$ cat config.mk
export PLATFORM = sky130hd
export DESIGN_NAME = uart_tx_fifo
export DESIGN_NICKNAME = d
export VERILOG_FILES = /design/src/rtl/uart_tx_fifo.sv
export SDC_FILE = /design/constraint.sdc
export NUM_CORES = 1
export LEC_CHECK = 0
export CAP_MARGIN = 10
export CORE_AREA = 2 2 110 112
export CTS_BUF_LIST = sky130_fd_sc_hd__clkbuf_4 sky130_fd_sc_hd__clkbuf_8
export DETAILED_ROUTE_END_ITERATION = 16
export DIE_AREA = 0 0 112 114
export DONT_BUFFER_PORTS = 1
export PLACE_DENSITY_LB_ADDON = 0.12
export SLEW_MARGIN = 20
export SYNTH_ARGS = -nofsm -noshare
export SYNTH_HDL_FRONTEND = slang
export SYNTH_SLANG_ARGS = --single-unit
$ cat constraint.sdc
create_clock -name clk -period 3.5 [get_ports clk]
set_input_delay 0.35 -clock clk [delete_from_list [all_inputs] [get_ports clk]]
set_output_delay 0.35 -clock clk [all_outputs]
set_load 0.1 [all_outputs]
$ cat src/rtl/uart_tx_fifo.sv
// uart_tx_fifo: UART transmitter with an integrated transmit FIFO and a
// per-frame format (5-8 data bits, none/even/odd parity, 1 or 2 stop bits).
// Bits are paced by baud_tick, a one-clock enable at OVERSAMPLE x bit rate.
// Queued bytes are sent back-to-back with no idle gap between frames.
//
// Ports:
//   clk          system clock, all logic on posedge
//   reset        asynchronous, active-low reset
//   baud_tick    one-clk enable at OVERSAMPLE x baud
//   wr_en        push wr_data into the FIFO this cycle
//   wr_data      byte to send, LSB first
//   data_len     00=5, 01=6, 10=7, 11=8 data bits
//   parity_mode  00/11=none, 01=even, 10=odd
//   stop2        1 = two stop bits
//   clr_ovf      clears the sticky overflow flag
//   UARTTx       serial line, idle high, registered
//   tx_busy      frame in progress
//   tx_done      one-clk pulse at end of the last stop bit
//   fifo_empty   FIFO holds no entries
//   fifo_full    FIFO holds FIFO_DEPTH entries
//   fifo_count   entries stored
//   ovf          sticky: a write was dropped because the FIFO was full
module uart_tx_fifo #(
  parameter int FIFO_DEPTH = 8,
  parameter int OVERSAMPLE = 16
) (
  input  logic                          clk,
  input  logic                          reset,
  input  logic                          baud_tick,
  input  logic                          wr_en,
  input  logic [7:0]                    wr_data,
  input  logic [1:0]                    data_len,
  input  logic [1:0]                    parity_mode,
  input  logic                          stop2,
  input  logic                          clr_ovf,
  output logic                          UARTTx,
  output logic                          tx_busy,
  output logic                          tx_done,
  output logic                          fifo_empty,
  output logic                          fifo_full,
  output logic [$clog2(FIFO_DEPTH):0]   fifo_count,
  output logic                          ovf
);

  localparam int AW = $clog2(FIFO_DEPTH);
  localparam int CW = $clog2(OVERSAMPLE);
  localparam logic [AW:0]   DEPTH_C  = (AW+1)'(FIFO_DEPTH);
  localparam logic [AW:0]   CNT_ONE  = (AW+1)'(1);
  localparam logic [AW-1:0] PTR_ONE  = AW'(1);
  localparam logic [CW-1:0] TICK_MAX = CW'(OVERSAMPLE - 1);
  localparam logic [CW-1:0] TICK_ONE = CW'(1);

  typedef enum logic [2:0] {
    IDLE,
    START,
    DATA,
    PARITY,
    STOP
  } state_t;

  state_t          state;
  logic [7:0]      mem [FIFO_DEPTH];
  logic [AW-1:0]   wptr;
  logic [AW-1:0]   rptr;
  logic [CW-1:0]   tick_cnt;
  logic [2:0]      bit_idx;
  logic [7:0]      shift;
  logic [1:0]      len_l;
  logic            par_en_l;
  logic            par_bit_l;
  logic            stop2_l;

  logic            push;
  logic            pop;
  logic            tick_end;
  logic            frame_end;
  logic [7:0]      head;
  logic [7:0]      masked;
  logic [2:0]      last_idx;

  assign fifo_empty = (fifo_count == '0);
  assign fifo_full  = (fifo_count == DEPTH_C);
  assign tx_busy    = (state != IDLE);
  assign head       = mem[rptr];

  always_comb begin
    push      = wr_en && !fifo_full;
    tick_end  = baud_tick && (tick_cnt == TICK_MAX);
    // bit_idx counts stop bits while in STOP: 0 = first, 1 = second
    frame_end = (state == STOP) && tick_end && (!stop2_l || (bit_idx != 3'd0));
    pop       = !fifo_empty && ((state == IDLE) || frame_end);
    masked    = head & (8'hFF >> (2'd3 - data_len));
    last_idx  = 3'd4 + {1'b0, len_l};
  end

  // ---------------- FIFO ----------------
  always_ff @(posedge clk) begin
    if (push) mem[wptr] <= wr_data;
  end

  always_ff @(posedge clk or negedge reset) begin
    if (!reset) begin
      wptr       <= '0;
      rptr       <= '0;
      fifo_count <= '0;
      ovf        <= 1'b0;
    end else begin
      if (push) wptr <= wptr + PTR_ONE;
      if (pop)  rptr <= rptr + PTR_ONE;
      case ({push, pop})
        2'b10:   fifo_count <= fifo_count + CNT_ONE;
        2'b01:   fifo_count <= fifo_count - CNT_ONE;
        default: fifo_count <= fifo_count;
      endcase
      if (wr_en && fifo_full) ovf <= 1'b1;
      else if (clr_ovf)       ovf <= 1'b0;
    end
  end

  // ---------------- transmit FSM ----------------
  always_ff @(posedge clk or negedge reset) begin
    if (!reset) begin
      state     <= IDLE;
      UARTTx    <= 1'b1;
      tx_done   <= 1'b0;
      tick_cnt  <= '0;
      bit_idx   <= '0;
      shift     <= '0;
      len_l     <= '0;
      par_en_l  <= 1'b0;
      par_bit_l <= 1'b0;
      stop2_l   <= 1'b0;
    end else begin
      tx_done <= frame_end;

      if (tick_end)
        tick_cnt <= '0;
      else if (baud_tick && state != IDLE)
        tick_cnt <= tick_cnt + TICK_ONE;

      case (state)
        IDLE: UARTTx <= 1'b1;
        START: begin
          if (tick_end) begin
            state   <= DATA;
            bit_idx <= '0;
            UARTTx  <= shift[0];
          end
        end
        DATA: begin
          if (tick_end) begin
            if (bit_idx == last_idx) begin
              bit_idx <= '0;
              if (par_en_l) begin
                state  <= PARITY;
                UARTTx <= par_bit_l;
              end else begin
                state  <= STOP;
                UARTTx <= 1'b1;
              end
            end else begin
              bit_idx <= bit_idx + 3'd1;
              shift   <= shift >> 1;
              UARTTx  <= shift[1];
            end
          end
        end
        PARITY: begin
          if (tick_end) begin
            state   <= STOP;
            bit_idx <= '0;
            UARTTx  <= 1'b1;
          end
        end
        STOP: begin
          if (frame_end) begin
            state  <= IDLE;
            UARTTx <= 1'b1;
          end else if (tick_end) begin
            bit_idx <= 3'd1;
          end
        end
        default: begin
          state  <= IDLE;
          UARTTx <= 1'b1;
        end
      endcase

      // A pop (from IDLE or at the end of the final stop bit) overrides the
      // per-state assignments above so the next start bit begins on this edge.
      if (pop) begin
        state     <= START;
        UARTTx    <= 1'b0;
        tick_cnt  <= '0;
        bit_idx   <= '0;
        shift     <= head;
        len_l     <= data_len;
        par_en_l  <= ^parity_mode;
        par_bit_l <= (^masked) ^ (parity_mode == 2'b10);
        stop2_l   <= stop2;
      end
    end
  end

endmodule
==> impl_metrics.yaml, run 1 <==
min_path:
  min-delay-start: "wr_data[6]"
  hold_path.class: "in2reg"
  hold_depth: 0
  min_to: "mem[2][6]"
logic_synthesis:
  yosys-top-cells-count: "64 x edfxtp_1, 35 x dfrtp_1, 25 x nor2_1, 21 x nand2_1, 17 x a21oi_1"
  synth_fa_ha_area_frac: 0.02495
  syn_nets: 351
  synth_seq_area_share: 0.6257
  async_flop_share: 0.3600
  netlist_area_sq_um: 4513
  ys_types: 47
  synth_area_leader_cell: "edfxtp_1"
  synth_simple_gate_area_frac: 0.09482
  synth.area.top_cells: "edfxtp_1 43%, dfrtp_1 19%, mux4_1 5.2%"
  synth_top_flop_cell: "edfxtp_1"
  synth_cells: 324
  synth_top_family_by_area: "multiplexers"
  yosysWarningCount: 0
  ys_ff_latch: 100
  synthDominantCellAreaShare: 0.4258
  synth-compound-area-share: 0.05822
  synth.most_common_cell: "edfxtp_1"
  synth_mux_area_frac: 0.1303
  avgSynthCellArea_sq_um: 13.93
  synth_edf_count: 64
  synth_xor_area_frac: 0.03909
die:
  start_util: 0.3854
  die_h_um: 114
  die_area_sq_um: 12770
  die_w_um: 112
  rows: 40
  pin_count: 28
  core_sq_um: 11710
placed_design:
  numPortBuffers: 0
  dp_slack_ns: 0.4309
  dpl_cell_area_sq_um: 4796
  gp_congestion: 0.7726
  dpl.hpwl_um: 5579
setup_path:
  cp-start-kind: "flop"
  cp.arrival_ns: 3.32
  rr_worst_depth: 12
  r2r_end: "fifo_count[2]"
  criticalPathCategory: "reg2reg"
  cpMaxStageDelayCell: "dfrtp_1"
  crit_top_cell: "xor2_1"
  cp_cell_sequence: "nor3b_1 > o21ai_0 > or2_2 > a21o_1 > clkinv_4 > ha_2 > xor2_1 > ha_1 > a21oi_1 > xor2_1 > nor2_1 > xor2_1"
  required_ns: 3.75
  path_max_fanout: 26
  slowest_delay_ns: 0.50
  cp-end-kind: "flop"
  reg2reg_slack_ns: 0.43
  reg2reg_from: "state[0]"
grt:
  grt_use_met3: 0.04782
  grt_max_degree: 37
  track_usage: 0.1455
  grt_pass1_wl_um: 13880
  use_met1: 0.1791
  busiest_layer: "met2"
  grt_pass1_vias: 2593
  grt.overflow.total: 0
  met2_usage: 0.2384
  antenna_found_initial: 0
final_layout:
  antenna_cells_inserted: 0
  final_area_sq_um: 5004
  layout-drive-gt1-share: 0.1754
  fillers: 1089
  nNetsFinal: 365
  seq_area_sq_um: 2834
  multi_input_area_sq_um: 1612
  finish.utilization: 0.4272
  area_delta_synth_final_pct: 10.87
route:
  vias_per_cell: 5.204
  vias: 2545
  dr.pass1.iters: 4
  drc: 0
  drt-initial-drc-count: 189
  wl_um: 8557
  ant_nets: 0
  wl_per_cell_um: 17.50
timing:
  rsz0062_at_grt: "false"
  setup_viol: 0
  fin_skew_ns: 0.01295
  fin_hold_ws_ns: 0.04794
  hold_viol: 0
  tightest_slew_ns: 0.8883
  slew-limit-headroom: 0.4078
  tns_ns: 0
  fin_crit_ns: 3.073
  max_freq_ghz: 0.3254
  period_share: 0.8780
  setup_slack_ns: 0.4269
  report.final.slew_viol_count: 0
power:
  pwr-share-clk: 0.158
  switching_share: 0.4004
  worst_ir_drop_vdd_uv: 378.8
  p_int_uw: 2634
  p_seq_frac: 0.480
  power_leakage_uw: 0.001887
  comb_power_share: 0.362
  switching_power_uw: 1759
  power_density_nw_per_um2: 877.9
status:
  run_status: "complete, no violations"
clock_tree:
  root_buffer: "clkbuf_8"
  numCtsBuffers: 9
  path_clk_slew_ns: 0.11
  clock_latency_ns: 0.39
  cts_sinks: 100
  h-tree-depth: 3
  cts_tree: "done"
  clock_path_buffers: 2
  cts_resized: 0
run:
  max_cap_violations: 0
## flip-flops by register name, summed over array words and instances, names as in the netlist
| signal | flops |
|---|---|
| state | 3 |
| fifo_count | 4 |
| mem | 64 |
| stop2_l | 1 |
| rptr | 3 |
| shift | 8 |
| bit_idx | 3 |
| par_en_l | 1 |
| tx_done | 1 |
| UARTTx | 1 |
| ovf | 1 |
| len_l | 2 |
| wptr | 3 |
| tick_cnt | 4 |
| par_bit_l | 1 |
## cells in the final DEF, fill, tap and decap left out, types with 2 or more instances in the layout
cell	instances
nand2b_1	3
o21ai_0	15
mux4_1	9
xor2_1	7
nor2_1	25
xnor3_1	2
mux4_2	3
a21oi_1	17
or3_1	2
inv_6	4
inv_1	13
edfxtp_1	64
nand3b_1	5
nor2b_1	4
a31oi_1	2
o22a_1	2
mux2i_1	12
nand2_1	21
buf_4	14
xnor2_1	8
dfrtp_2	2
nand4_1	3
dfrtp_1	31
ha_1	8
and4_1	2
nor3_1	5
mux2_2	12
clkbuf_8	9
dfrtp_4	2
nand3_1	9
## worst max path at each step
stage | startpoint | endpoint | slack [ns] | cells after the start
finish | state[0] | fifo_count[2] | 0.43 | 12
global route | state[0] | fifo_count[2] | 0.06 | 12
CTS | bit_idx[0] | fifo_count[2] | 0.42 | 14
detailed placement | bit_idx[0] | fifo_count[2] | 0.43 | 14
global placement | rptr[0] | par_bit_l | 0.47 | 7
floorplan | fifo_count[1] | fifo_count[2] | 0.005 | 13
## routing by layer
metal,part of all wire,wire length [um]
met1,0.45,3811
met3,0.041,348
met2,0.49,4230
met5,0,0
met4,0.020,167
## stage by stage
step,cells,power (uW)
6_report,489,4393
5_1_grt,489,4691
4_1_cts,489,4469
3_5_place_dp,472,3747
3_3_place_gp,472,3738
2_1_floorplan,324,3395
## power by group through the flow
stage	combinational [uW]	clock, uW	sequential, uW
2_1_floorplan	1440	0	1960
3_3_place_gp	1590	0	2140
3_5_place_dp	1610	0	2140
4_1_cts	1620	730	2120
5_1_grt	1770	768	2160
6_report	1590	694	2110
## cell families (layout without fill, tap and decap cells)
| family | after synthesis | in the layout |
|---|---|---|
| buf+inv | 28 | 46 |
| flops | 100 | 100 |
| compound gates | 45 | 45 |
| mux | 38 | 38 |
| simple gates | 87 | 87 |
| xor+xnor | 17 | 17 |
| fa+ha+maj | 9 | 9 |
## timing repair
| action | CTS | global route |
|---|---|---|
| hold endpoints to repair | 36 | 0 |
| setup buffers | 0 | 0 |
| hold buffers | 2 | 0 |
| setup endpoints to repair | 0 | 0 |
## critical path: cells and delay by family (launching register included)
family,cells,cell delay [ns]
and+or+nand+nor,3,0.71
AOI/OAI and AO/OA,3,0.64
adders and majority gates,2,0.47
buffers and inverters,1,0.24
xor gates and xnor gates,3,0.36
DFF,1,0.50
## layout make-up
cell class | instances | area share
Sequential cell | 100 | 0.5664
Tap cell | 147 | 0.03676
Timing Repair Buffer | 16 | 0.02701
Inverter | 15 | 0.01225
Multi-Input combinational cell | 196 | 0.3221
Clock inverter | 6 | 0.01075
Clock buffer | 9 | 0.02476
(Power assumes the default switching activity.)
==> run 2, diff against run 1 <==
--- a/config.mk
+++ b/config.mk
@@ -11,6 +11,7 @@
 export DETAILED_ROUTE_END_ITERATION = 16
 export DIE_AREA = 0 0 112 114
 export DONT_BUFFER_PORTS = 1
+export GPL_TIMING_DRIVEN = 0
 export PLACE_DENSITY_LB_ADDON = 0.12
 export SLEW_MARGIN = 20
 export SYNTH_ARGS = -nofsm -noshare
==> impl_metrics.yaml, run 2 (synthesis results as in run 1) <==
setup_path:
  rr_worst_depth: 15
  cp-end-kind: "flop"
  criticalPathCategory: "reg2reg"
  reg2reg_from: "state[1]"
  crit_path_start: "state[1]"
  required_ns: 3.75
  path_max_fanout: 11
  reg2reg_slack_ns: 0.26
  cp.arrival_ns: 3.48
  r2r_end: "fifo_count[2]"
  cp-start-kind: "flop"
timing:
  slew-limit-headroom: 0.3615
  fin_hold_ws_ns: 0.05813
  rsz0062_at_grt: "false"
  fin_crit_ns: 3.237
  report.final.slew_viol_count: 0
  max_freq_ghz: 0.3090
  setup_viol: 0
  fin_skew_ns: 0.01283
  tns_ns: 0
  tightest_slew_ns: 0.9542
  period_share: 0.9248
  hold_viol: 0
clock_tree:
  numCtsBuffers: 9
  cts_tree: "done"
  h-tree-depth: 3
  root_buffer: "clkbuf_8"
  path_clk_slew_ns: 0.10
  cts_sinks: 100
  clock_path_buffers: 2
  clock_latency_ns: 0.38
grt:
  antenna_found_initial: 0
  grt_pass1_wl_um: 13960
  grt_max_degree: 37
  track_usage: 0.1492
  grt.overflow.total: 0
  grt_pass1_vias: 2537
final_layout:
  largest_register: "mem"
  antenna_cells_inserted: 0
  nNetsFinal: 372
  fillers: 1093
  mostFrequentLayoutCell: "edfxtp_1"
  multi_input_area_sq_um: 1629
  mostFrequentLayoutCells: "64 x edfxtp_1, 31 x dfrtp_1, 25 x nor2_1, 20 x nand2_1, 17 x a21oi_1"
  final_area_sq_um: 5095
  layout-drive-gt1-share: 0.1914
  finish.utilization: 0.4350
  seq_area_sq_um: 2834
  area_delta_synth_final_pct: 12.89
  reg_top3: "mem x64, shift x8"
  largest_register_ffs: 64
power:
  power_density_nw_per_um2: 881.2
  power_leakage_uw: 0.001922
  worst_ir_drop_vdd_uv: 366.5
route:
  drt-initial-drc-count: 157
  vias_per_cell: 5.115
  ant_nets: 0
  drc: 0
  dr.pass1.iters: 4
  wl_per_cell_um: 17.65
  vias: 2542
  wl_um: 8770
die:
  rows: 40
  die_h_um: 114
  die_area_sq_um: 12770
  start_util: 0.3854
  pin_count: 28
  core_sq_um: 11710
  die_w_um: 112
placed_design:
  numPortBuffers: 0
  dpl_cell_area_sq_um: 4877
  dpl.hpwl_um: 6049
  gp_congestion: 0.7616
min_path:
  hold_depth: 0
  min-delay-start: "wr_data[1]"
  min_to: "mem[4][1]"
  hold_path.class: "in2reg"
status:
  run_status: "complete, no violations"
run:
  max_cap_violations: 0
-- run 2: cell types whose count changed in the layout (fill, tap and decap cells not counted), moves of 2 or more --
cell,change
clkinv_2,+2
nor3_2,+3
buf_2,+5
buf_4,-9
clkinv_4,+2
clkbuf_1,+4
inv_6,-2
nor3_1,-3
buf_6,+3
-- run 2: critical path: stages, from the launching register on --
cell	delay [ns]
dfrtp_1	0.37
clkbuf_1	0.17
nor3b_1	0.37
o21ai_0	0.24
or2_2	0.35
a21o_1	0.18
buf_6	0.15
clkinv_4	0.09
buf_4	0.19
ha_2	0.25
xor2_1	0.08
ha_1	0.17
a21oi_1	0.14
xor2_1	0.16
nor2_1	0.06
xor2_1	0.13
-- run 2: worst max path at each step --
stage                     to
2_1_floorplan  fifo_count[2]
3_3_place_gp       mem[0][5]
3_5_place_dp   fifo_count[2]
4_1_cts        fifo_count[2]
5_1_grt        fifo_count[2]
6_report       fifo_count[2]
-- run 2: layout make-up --
| type | instances | area share |
|---|---|---|
| sequential | 100 | 0.5562 |
| multi-input combinational | 196 | 0.3197 |
| tap | 147 | 0.03610 |
| clock buffer | 9 | 0.02431 |
| timing repair buffer | 10 | 0.02308 |
| buffer | 13 | 0.01645 |
| clock inverter | 7 | 0.01203 |
| inverter | 15 | 0.01203 |
-- run 2: per-layer routing --
metal / up-vias / global-route usage / wire length, um
li1: 1246 / - / -
met1: 1241 / 0.1807 / 3821
met2: 47 / 0.2440 / 4368
met3: 8 / 0.06482 / 465
met4: 0 / 0.04553 / 115
met5: - / 0 / 0
-- run 2: where the power goes --
group | total [uW] | switching, uW | internal [uW] | leakage, uW
Clock | 690 | 421 | 269 | 0.0000967
Combinational | 1810 | 945 | 864 | 0.000808
Sequential | 1990 | 433 | 1560 | 0.00102
Total | 4490 | 1800 | 2690 | 0.00192
-- run 2: repair_timing --
action | in CTS | in global routing
hold buffers | 2 | 0
endpoints found under the hold margin | 36 | 0
setup endpoints to repair | 0 | 5
setup buffers | 0 | 0
resized for setup | 0 | 1
-- run 2: through the flow --
step	setup WS (ns)	total power [uW]	instances
final	0.2634	4489	497
after floorplan	0.004820	3395	324
after detailed placement	0.05858	3846	479
after CTS	0.03962	4573	497
after global routing	0.007526	4810	497
after global placement	-0.5490	3758	471
